<file path="config.mk">
export PLATFORM = sky130hd
export DESIGN_NAME = cache_port_arbiter
export DESIGN_NICKNAME = d
export VERILOG_FILES = /design/src/rtl/cache_def.sv /design/src/rtl/arb_rr_pick.sv /design/src/rtl/cache_port_arbiter.sv
export SDC_FILE = /design/constraint.sdc
export NUM_CORES = 1
export LEC_CHECK = 0
export BUFFER_PORTS_ARGS = -buffer_cell sky130_fd_sc_hd__clkbuf_2
export CELL_PAD_IN_SITES_DETAIL_PLACEMENT = 0
export CELL_PAD_IN_SITES_GLOBAL_PLACEMENT = 1
export CORE_AREA = 4 4 292 294
export DETAILED_ROUTE_END_ITERATION = 7
export DIE_AREA = 0 0 296 298
export PLACE_DENSITY_LB_ADDON = 0.08
export SYNTH_ARGS = -nofsm -noshare
export SYNTH_HDL_FRONTEND = slang
export SYNTH_SLANG_ARGS = --single-unit
</file>
<file path="constraint.sdc">
create_clock -name clk -period 23.6 [get_ports clk]
set_input_delay 7.08 -clock clk [delete_from_list [all_inputs] [get_ports clk]]
set_output_delay 7.08 -clock clk [all_outputs]
set_load 0.02 [all_outputs]
</file>
<file path="src/rtl/cache_def.sv">
// Shared cache definitions: CPU request/result records plus arbiter state and
// requester count used by cache_port_arbiter.
package cache_def;

  localparam int TAGMSB   = 31;
  localparam int LINE_W   = 128;
  localparam int ARB_REQS = 2;

  typedef struct packed {
    logic              valid;
    logic              rw;
    logic [TAGMSB:0]   addr;
    logic [LINE_W-1:0] data;
  } cpu_req_type;

  typedef struct packed {
    logic              ready;
    logic              checked;
    logic [LINE_W-1:0] data;
  } cpu_result_type;

  typedef enum logic [1:0] {
    ARB_IDLE,
    ARB_BUSY,
    ARB_RESP
  } arb_state_type;

  function automatic logic [31:0] sat_inc(input logic [31:0] v);
    return (v == 32'hFFFF_FFFF) ? v : v + 32'd1;
  endfunction

endpackage

</file>
<file path="src/rtl/arb_rr_pick.sv">
// Two-way round-robin pick: a lone requester wins, a tie goes to the
// requester that was not granted last.
module arb_rr_pick
  import cache_def::*;
(
  input  logic [ARB_REQS-1:0] valid,
  input  logic                last,
  output logic [ARB_REQS-1:0] grant
);

  always_comb begin
    // NOTE: default assignment first so no path leaves grant unassigned (no latch).
    grant = '0;
    case (valid)
      2'b01:   grant = 2'b01;
      2'b10:   grant = 2'b10;
      2'b11:   grant = last ? 2'b01 : 2'b10;
      default: grant = '0;
    endcase
  end

endmodule

</file>
<file path="src/rtl/cache_port_arbiter.sv">
// Two-port front end for the blocking cache FSM: one transaction in flight,
// round-robin grant. Define CACHE_ARB_STATS_EN for grant/miss counters.
module cache_port_arbiter
  import cache_def::*;
#(
  parameter int ADDR_W = 32,
  parameter int DATA_W = 128
) (
  input  logic              clk,
  input  logic              rst,
  input  logic              req0_valid,
  input  logic              req0_rw,
  input  logic [ADDR_W-1:0] req0_addr,
  input  logic [DATA_W-1:0] req0_wdata,
  output logic              req0_ready,
  output logic              req0_done,
  input  logic              req1_valid,
  input  logic              req1_rw,
  input  logic [ADDR_W-1:0] req1_addr,
  input  logic [DATA_W-1:0] req1_wdata,
  output logic              req1_ready,
  output logic              req1_done,
  output logic [DATA_W-1:0] rdata,
`ifdef CACHE_ARB_STATS_EN
  output logic [31:0]       grant_cnt0,
  output logic [31:0]       grant_cnt1,
  output logic [31:0]       miss_cnt,
`endif
  output cpu_req_type       cache_req,
  input  cpu_result_type    cache_res
);

  arb_state_type       state, state_nxt;
  logic [ARB_REQS-1:0] grant;
  logic                accept;
  logic                last_q;
  logic                owner_q;
  logic                rw_q;
  logic [ADDR_W-1:0]   addr_q;
  logic [DATA_W-1:0]   wdata_q;
  logic                unused_checked;

  assign unused_checked = cache_res.checked;

  arb_rr_pick u_pick (
    .valid ({req1_valid, req0_valid}),
    .last  (last_q),
    .grant (grant)
  );

  assign accept = (state == ARB_IDLE) && (grant != '0);

  // NOTE: sequential state uses non-blocking assignments so all registers update together.
  always_ff @(posedge clk or posedge rst) begin
    if (rst) state <= ARB_IDLE;
    else     state <= state_nxt;
  end

  always_comb begin
    state_nxt = state;
    case (state)
      ARB_IDLE: if (accept)          state_nxt = ARB_BUSY;
      ARB_BUSY: if (cache_res.ready) state_nxt = ARB_RESP;
      ARB_RESP:                      state_nxt = ARB_IDLE;
      default:                       state_nxt = ARB_IDLE;
    endcase
  end

  // Payload is presented only in BUSY so the cache never re-arms on a finished request.
  always_comb begin
    cache_req  = '0;
    req0_ready = 1'b0;
    req1_ready = 1'b0;
    req0_done  = 1'b0;
    req1_done  = 1'b0;
    case (state)
      ARB_IDLE: begin
        req0_ready = grant[0] & ~rst;
        req1_ready = grant[1] & ~rst;
      end
      ARB_BUSY: begin
        cache_req.valid = 1'b1;
        cache_req.rw    = rw_q;
        cache_req.addr  = addr_q;
        cache_req.data  = wdata_q;
      end
      ARB_RESP: begin
        req0_done = ~owner_q;
        req1_done = owner_q;
      end
      default: ;
    endcase
  end

  always_ff @(posedge clk or posedge rst) begin
    if (rst) begin
      last_q  <= 1'b1;
      owner_q <= 1'b0;
      rw_q    <= 1'b0;
      addr_q  <= '0;
      wdata_q <= '0;
      rdata   <= '0;
    end else begin
      if (accept) begin
        last_q  <= grant[1];
        owner_q <= grant[1];
        rw_q    <= grant[1] ? req1_rw    : req0_rw;
        addr_q  <= grant[1] ? req1_addr  : req0_addr;
        wdata_q <= grant[1] ? req1_wdata : req0_wdata;
      end
      if (state == ARB_BUSY && cache_res.ready) rdata <= cache_res.data;
    end
  end

`ifdef CACHE_ARB_STATS_EN
  logic [31:0] grant_cnt0_q, grant_cnt1_q, miss_cnt_q;
  logic [1:0]  busy_len;   // BUSY cycles before the current one, saturating at 2

  always_ff @(posedge clk or posedge rst) begin
    if (rst) begin
      grant_cnt0_q <= '0;
      grant_cnt1_q <= '0;
      miss_cnt_q   <= '0;
      busy_len     <= '0;
    end else begin
      if (accept) begin
        busy_len <= '0;
        if (grant[0]) grant_cnt0_q <= sat_inc(grant_cnt0_q);
        if (grant[1]) grant_cnt1_q <= sat_inc(grant_cnt1_q);
      end
      if (state == ARB_BUSY) begin
        if (cache_res.ready) begin
          busy_len <= '0;
          if (busy_len == 2'd2) miss_cnt_q <= sat_inc(miss_cnt_q);
        end else if (busy_len != 2'd2) begin
          busy_len <= busy_len + 2'd1;
        end
      end
    end
  end

  assign grant_cnt0 = grant_cnt0_q;
  assign grant_cnt1 = grant_cnt1_q;
  assign miss_cnt   = miss_cnt_q;
`endif

endmodule

</file>
* After elaboration in Yosys (flattened, before gate mapping)
Cells that the tools add are included.
** Word-level totals
- Logic and storage cells :: 36
- Register bits :: 293
- Output and inout port bits :: 294
- Memory bits (writable) :: 0
- Bits of input ports :: 456
- Memories kept :: 0
- Latch bits :: 0
- Memory bits (read-only) :: 0
** Operators by class
- Shift-type cells :: 0
- Multipliers :: 0
- Bitwise operators :: 4
- $lt $le $gt $ge :: 0
- Divide/modulo/power cells :: 0
- Eq/ne operators :: 7
- Reduce and logical (&&, ||, !) cells :: 5
- Add/subtract/negate cells :: 0
- Muxes and demuxes :: 13
** Operator list (number)
- $mux W162 :: 1
- $mux W128 :: 1
- $mux W32 :: 1
- $eq A2 B2 Y1 const B :: 3
- $mux W2 :: 3
- $pmux W2 S3 :: 1
- $mux W1 :: 5
- $eq A2 B1 Y1 const B :: 2
- $ne A2 B2 Y1 const B :: 2
- $pmux W2 S2 :: 1
- $and A1 B1 Y1 :: 2
- $logic_and A1 B1 Y1 :: 2
- $logic_not A2 Y1 :: 1
- $not A1 Y1 :: 2
- $reduce_and A2 Y1 :: 1
- $reduce_bool A2 Y1 :: 1

* Logic depth before layout (Yosys ltp)
Gate-level depths: netlist (run 1).
- Depth in word-level cells :: 6
- Depth in mapped cells :: 6
- Gate-level depth less buffers :: 3

* Modules after synthesis
A second synthesis (run 1) with hierarchy kept.
** Unflattened totals
- Cell total of the unflattened synthesis :: 991
- Area total of the unflattened synthesis :: 14320.0 um2
** Modules (own cells, without submodules)
- cache_port_arbiter :: times used 1, seq. area each 7333.3 um2, cells an instance 988, area each 14301.2 um2
- arb_rr_pick :: times used 1, seq. area each 0.0 um2, cells an instance 3, area each 18.8 um2

* Least setup slack after synthesis (run 1)
Ideal clock, no wire load.
- Path type :: input -> output
- From :: in rst
- To :: out req0_ready
- Cell stages on the path :: 2
- Arrival time :: 14028 ps
- Path slack :: 2492 ps
- Required time :: 16520 ps
- Cell sequence :: inv_1 o2111a_1
** Between the ends
- Longest elaborated chain between the ends :: 3
** RTL lines
- start, declared :: line cache_port_arbiter.sv:10 : input logic rst,
- $not A1 Y1 :: line cache_port_arbiter.sv:78 : req0_ready = grant[0] & ~rst;
- $and A1 B1 Y1 :: line cache_port_arbiter.sv:78
- $mux W1 :: line cache_port_arbiter.sv:76 : case (state)
- end, declared :: line cache_port_arbiter.sv:15 : output logic req0_ready,
No other way between the ends.

* Worst setup path in the final report (run 1)
Ends and elaborated chain as after synthesis.

==> results of run 1 <==
power groups by stage:
| stage | sequential, mW | combinational, mW | clock, mW |
|---|---|---|---|
| finish | 0.883 | 1.34 | 0.609 |
| global route | 0.918 | 1.45 | 0.662 |
| CTS | 0.886 | 1.39 | 0.641 |
| detailed placement | 0.889 | 1.39 | 0 |
| global placement | 0.883 | 1.39 | 0 |
| floorplan | 1.00 | 0.761 | 0 |
final cells by class:
| class | count | area (sq um) | share of cell area [%] |
|---|---|---|---|
| timing repair buffer | 759 | 3839 | 18.90 |
| clock buffer | 57 | 1156 | 5.691 |
| sequential | 293 | 7333 | 36.10 |
| multi-input combinational | 626 | 6456 | 31.78 |
| tap | 1080 | 1351 | 6.652 |
| antenna | 2 | 5.005 | 0.02464 |
| clock inverter | 15 | 160.2 | 0.7883 |
| inverter | 2 | 15.01 | 0.07391 |
cells in the final DEF (no fill, tap or decap), types with 7 or more instances in the layout:
cell | netlist | layout
clkbuf_2 | 0 | 748
mux2_2 | 382 | 382
dfrtp_1 | 292 | 292
and2_1 | 162 | 161
mux2_4 | 68 | 68
clkbuf_16 | 0 | 41
buf_4 | 0 | 10
clkbuf_1 | 17 | 9
clkbuf_8 | 0 | 7
clkinv_2 | 0 | 7
state kept, by name, indices dropped and copies added (netlist names):
register and count:
addr_q 32, last_q 1, owner_q 1, rdata 128, rw_q 1, state 2
wdata_q 128
metal layers:
metal	vias up	global-route usage, %	share of wire [%]
li1	4927	-	-
met1	5158	12.23	35
met2	438	23.22	53
met3	68	5.539	11
met4	18	2.297	1.4
met5	-	0	0.23
worst paths after layout:
kind / from / end / cells after the start
worst max-delay path: rst / req0_ready / 4
worst min-delay path: wdata_q[53]$_DFFE_PP0P_ / wdata_q[53]$_DFFE_PP0P_ / 1
worst max register to register: state[0]$_DFFE_PP0P_ / rdata[83]$_DFFE_PP0P_ / 5
worst min register to register: wdata_q[53]$_DFFE_PP0P_ / wdata_q[53]$_DFFE_PP0P_ / 1
max in group asynchronous: rst / wdata_q[39]$_DFFE_PP0P_ / 4
min in group asynchronous: rst / rdata[52]$_DFFE_PP0P_ / 2
logic make-up (layout without fill, tap and decap cells):
logic type	count (synthesis)	in the layout
other	0	2
flip-flops	293	293
AND/OR/NAND/NOR	170	170
multiplexers	450	450
AO/OA/AOI/OAI	6	6
buffers and inverters	70	833
worst reg2reg max path, stage by stage, from the launching register on:
cell     delay [ps]
dfrtp_1         510
nor2b_4         210
buf_4           640
and2_4          790
buf_4           900
mux2_2          530
metrics by stage:
stage	instance area, sq um	power [mW]	hold slack, ps
floorplan	14140	1.765	465.2
global route	20310	3.034	501.3
detailed placement	18990	2.282	484.2
global placement	18990	2.277	478.7
CTS	20310	2.921	496.5
finish	20320	2.836	492.2
==> summary.md, run 1 <==
| Metric | Value |
|---|---|
| Worst slack, placed | between 8000 and 9000 ps |
| DRC | 0 |
| Pre-antenna DRT Iters | 4 |
| HPWL after DPL | 43.31 mm |
| Final worst slack | 8250 ps |
| Top FF cell, synth | dfrtp_1 |
| Total track usage | 12.23% |
| Sequential area share after synthesis | between 50% and 60% |
| P_int | roughly 1.7 mW |
| XOR/XNOR share of the synthesized area | 0% |
| HP Class | register to register |
| Async SR Flop Fraction | 100.0% |
| Antenna violations before repair | 10 |
| Critical-path cell list | clkbuf_2 -> inv_8 -> o2111a_1 -> clkbuf_2 |
| Fillers | between 8000 and 9000 |
| First-pass GRT wire length | approximately 80 mm |
| Clk Latency, worst-skew pair | 560 ps |
| VDD IR max | between 0.06 and 0.07 mV |
| Largest net degree at the start of global routing | approximately 150 |
| Clock group share of total power | 21.5% |
| Post-synthesis simple-gate area fraction | 7.501% |
| Post-Syn Area | between 10000 and 15000 sq um |
| Avg Vias per Cell | between 3 and 4 |
| Number of enable-type register cells in the synthesized netlist | 0 |
| Syn Area/Cell | roughly 14 sq um |
| Seq pwr share | a little under a third |
| Comb pwr share | between 40% and 50% |
| Switching Fraction | 39.96% |
| IO Port Bufs | roughly 750 |
| P_sw | approximately 1.1 mW |
| Dpl cells | 2760 |
| Crit-path slowest cell | inv_8 |
| Top-level I/O count | 750 |
| Setup crit end kind | primary output |
| Startpoint types | input port |
| Max cap viols | 0 |
| Final Hold Fails | 0 |
| Final nets | around 2200 |
| Iter 0 DRT Violations | between 200 and 300 |
| Setup_tns | 0 ps |
| CTS tree | done |
| Worst Clk Skew | roughly 30 ps |
| Post-synthesis cell type count | 23 |
| Fin crit share | between 60% and 70% |
| Max Fanout on Critical Path | 82 |
| Top-count cell post-synth | mux2_2 |
| Final worst path period need | between 15000 and 20000 ps |
| Final Non-Filler Cells | 2834 |
| Cell leakage power | ~9.9 nW |
| WP data required | between 15000 and 20000 ps |
| CP delay by family, top | buffers and inverters |
| Synth Register Bits | 293 |
| Critical path type | input port to primary output |
| WL final | about 56 mm |
| Core box area | just over 80000 sq um |
| Routed vias | between 10000 and 15000 |
| Slack of the worst reg-to-reg path | 19900 ps |
| H-tree depth | 2 |
| Post-synth net total | roughly 1400 |
| Largest family of logic cells by synthesized area | multiplexers |
| Mux share of post-synthesis cell area | 37.63% |
| CP dominant cell by count | clkbuf_2 |
| Layout cells sized above 1 | between 70% and 80% |
| Total CTS buffers | between 40 and 50 |
| RSZ-0062 raised after global routing | false |
| Util after Layout | between 20% and 30% |
| Post-synth top area cell | dfrtp_1 |
| Synth Area in Adders | 0% |
| Number of global-route vias before repair | between 10000 and 15000 |
| CTS Buffer Depth | 3 |
| Sink Count | roughly 290 |
| Routed WL per cell | ~20 um |
| Fin. max-slew vios | 0 |
| Hold buffers post-CTS | 0 |
| Fmax | roughly 65 MHz |
| CTS Root Cell | clkbuf_16 |
| Post-synth top area share | 51.66% |
| Worst Path Buf+Inv | 3 |
| Die height | about 300 um |
| Die W | around 300 um |
| Clock Pin Slew Worst Setup and Hold Paths | approximately 50 ps |
| Max_slew headroom | between 20% and 30% |
| Gr ovfl total | 0 |
| Final ANT Viol Nets | 0 |
| GP Congestion | around 0.72 |
| Setup-failing EPs final | 0 |
| Compound-cell area share of the yosys netlist | less than 1% |
| Cell Rows | approximately 110 |
| CP peak stage delay | roughly 430 ps |
| Critical Path AT | between 8000 and 9000 ps |
| Yosys warns | 0 |
| Die area | between 80000 and 90000 sq um |
| Status | complete, no violations |
| Worst slew pin tran | around 1100 ps |
| Initial Utilization | between 15 and 20% |
| Synth Instances | 989 |
| Cell Pwr Density | about 140 nW/um^2 |
| Main area contributors after synthesis | dfrtp_1 (52%), mux2_2 (30%), mux2_4 (7.2%) |
| Commonest cells in the netlist | mux2_2 (382), dfrtp_1 (292), and2_1 (162), mux2_4 (68), buf_2 (42) |
| Setup bufs post-CTS | 0 |
| CTS resizes | 0 |
| P&R area growth vs syn | 43.63% |
Power figures use the tool's default switching activity.
==> run 2, diff against run 1 <==
--- a/config.mk
+++ b/config.mk
@@ -8,9 +8,9 @@
 export BUFFER_PORTS_ARGS = -buffer_cell sky130_fd_sc_hd__clkbuf_2
 export CELL_PAD_IN_SITES_DETAIL_PLACEMENT = 0
 export CELL_PAD_IN_SITES_GLOBAL_PLACEMENT = 1
-export CORE_AREA = 4 4 292 294
+export CORE_AREA = 4 4 293 295
 export DETAILED_ROUTE_END_ITERATION = 7
-export DIE_AREA = 0 0 296 298
+export DIE_AREA = 0 0 297 299
 export PLACE_DENSITY_LB_ADDON = 0.08
 export SYNTH_ARGS = -nofsm -noshare
 export SYNTH_HDL_FRONTEND = slang
==> constraint.sdc (replaced) <==
create_clock -name clk -period 13.8 [get_ports clk]
set_input_delay 4.14 -clock clk [delete_from_list [all_inputs] [get_ports clk]]
set_output_delay 4.14 -clock clk [all_outputs]
set_load 0.02 [all_outputs]
==> run 2 against run 1 <==
Net effect: worst setup slack got worse by 4000 ps; critical path type unchanged; sequential cell count did not move; wire length increased by 0.84%; global-route usage rose by 0.097 points; hold slack improved by 0.92 ps.
==> summary.md, run 2 (synthesis results as in run 1) <==
| Metric | Value |
|---|---|
| CTS resizes | 0 |
| Initial Utilization | between 15 and 20% |
| Pre-antenna DRT Iters | 4 |
| Final nets | ~2200 |
| WP data required | roughly 9700 ps |
| Met1 Usage GRT | roughly an eighth |
| Worst Clk Skew | between 20 and 30 ps |
| Most frequent cells in the layout | clkbuf_2 (748), mux2_2 (382), dfrtp_1 (292) |
| CP dominant cell by count | clkbuf_2 |
| Final worst path period need | around 9500 ps |
| Most Used Layer, Global Route | met2 |
| Hold Path End | wdata_q[127]$_DFFE_PP0P_ |
| IO Port Bufs | roughly 750 |
| Largest net degree at the start of global routing | 137 |
| Fin crit share | between 60% and 70% |
| RSZ-0062 raised after global routing | false |
| Cell Rows | roughly 110 |
| VDD IR max | 0.1167 mV |
| CTS tree | done |
| Fillers | around 9000 |
| Antenna violations before repair | 15 |
| Iter 0 DRT Violations | 313 |
| Max cap viols | 0 |
| Dpl cells | 2761 |
| Critical-path cell list | clkbuf_2 -> a21bo_4 -> nor4_1 -> clkbuf_2 |
| Capture point of the worst reg-to-reg path | rdata[81]$_DFFE_PP0P_ |
| Top-level I/O count | 750 |
| Sequential Area | approximately 7300 sq um |
| Hold buffers post-CTS | 0 |
| H-tree depth | 2 |
| Slack of the worst reg-to-reg path | ~10000 ps |
| Gr ovfl total | 0 |
| CTS Buffer Depth | 3 |
| Total CTS buffers | 43 |
| Max Fanout on Critical Path | 45 |
| Clk Latency, worst-skew pair | around 570 ps |
| Met2 usage | between 20% and 30% |
| Sink Count | between 200 and 300 |
| HP Class | register to register |
| Cell leakage power | roughly 10 nW |
| Regs by FF count | rdata: 128 flops, wdata_q: 128 flops, addr_q: 32 flops |
| Launching point of the worst reg2reg path | state[0]$_DFFE_PP0P_ |
| GP Congestion | between 0.8 and 0.9 |
| Most common cell after layout, fill and taps aside | clkbuf_2 |
| Crit-path slowest cell | a21bo_4 |
| Setup-failing EPs final | 0 |
| Worst slew pin tran | between 1000 and 1500 ps |
| Hold_sp | wdata_q[127]$_DFFE_PP0P_ |
| Setup crit end kind | primary output |
| Startpoint types | input port |
| Total track usage | ~12% |
| Layout cells sized above 1 | 73.13% |
| Clock Pin Slew Worst Setup and Hold Paths | around 60 ps |
| Fmax | about 110 MHz |
| Fin. max-slew vios | 0 |
| Multi-input logic area | about 6500 sq um |
| Area post-placement | between 15000 and 20000 sq um |
| Die W | between 200 and 300 um |
| HPWL after DPL | between 40 and 50 mm |
| WL final | 56.73 mm |
| Design Area, Final | 20630 sq um |
| R2R depth | 5 |
| Critical Path AT | 5370 ps |
| CP delay by family, top | compound AO/OA/AOI/OAI gates |
| Avg Vias per Cell | ~3.7 |
| CP peak stage delay | about 460 ps |
| Number of global-route vias before repair | 11874 |
| Die area | around 89000 sq um |
| Core box area | just over 80000 sq um |
| Hold Path Depth | 1 |
| First-pass GRT wire length | ~80 mm |
| P&R area growth vs syn | 45.87% |
| Critical path type | input port to primary output |
| Final Hold Fails | 0 |
| Setup bufs post-CTS | 0 |
| CTS Root Cell | clkbuf_16 |
| Die height | approximately 300 um |
| Final ANT Viol Nets | 0 |
| Routed WL per cell | between 15 and 20 um |
| Routed vias | 10624 |
| Worst Path Buf+Inv | 2 |
| Cell Pwr Density | approximately 250 nW/um^2 |
| Status | complete, no violations |
| Final Non-Filler Cells | 2845 |
| Setup_tns | 0 ps |
| DRC | 0 |
| Max_slew headroom | 26.59% |
| GRT met3 Usage | around 6.1% |
==> run 2: cell types whose count changed in the layout (fill, tap and decap cells not counted), sizes merged <==
cell      before  now
clkinv        10    3
buf           11   12
clkbuf       805  811
clkinvlp       2    3
diode          2    5
bufinv         2    9
==> run 2: stage by stage <==
step / hold slack, ps / worst slack, ps / utilization (%) / power [mW]
after global placement: 479.0 / 4356 / 22.85 / 3.906
after detailed placement: 484.3 / 4309 / 22.85 / 3.916
after CTS: 496.9 / 4304 / 24.80 / 5.224
after floorplan: 465.2 / 416.2 / - / 3.019
after global routing: 502.8 / 4241 / 24.80 / 5.409
final: 493.1 / 4292 / 24.81 / 5.072
==> run 2: layout make-up <==
type | instances | share of cell area (%)
clock inverter | 16 | 1.704
tap | 1080 | 6.549
clock buffer | 63 | 6.161
antenna | 5 | 0.06064
timing repair buffer | 760 | 18.64
multi-input combinational | 626 | 31.29
inverter | 2 | 0.05458
sequential | 293 | 35.54
==> run 2: routing by layer <==
layer / routed length, um / vias to the layer above / share of wire (%)
li1: - / 4929 / -
met5: 110 / - / 0.19
met2: 29280 / 439 / 52
met3: 6000 / 81 / 11
met1: 20330 / 5159 / 36
met4: 1014 / 16 / 1.8
==> run 2: how the worst max path moves through the flow <==
stage	start	endpoint	slack, ps	cells after the start
2_1_floorplan	rst	req0_ready	420	2
3_3_place_gp	req1_valid	req1_ready	4360	4
3_5_place_dp	req1_valid	req1_ready	4310	4
4_1_cts	req1_valid	req1_ready	4300	4
5_1_grt	req1_valid	req1_ready	4240	4
6_report	req1_valid	req1_ready	4290	4
==> run 2: report_power, final <==
| group | switching [mW] | leakage, nW | internal (mW) |
|---|---|---|---|
| Sequential | 0.203 | 3.43 | 1.31 |
| Combinational | 1.33 | 5.82 | 0.984 |
| Clock | 0.444 | 0.785 | 0.811 |
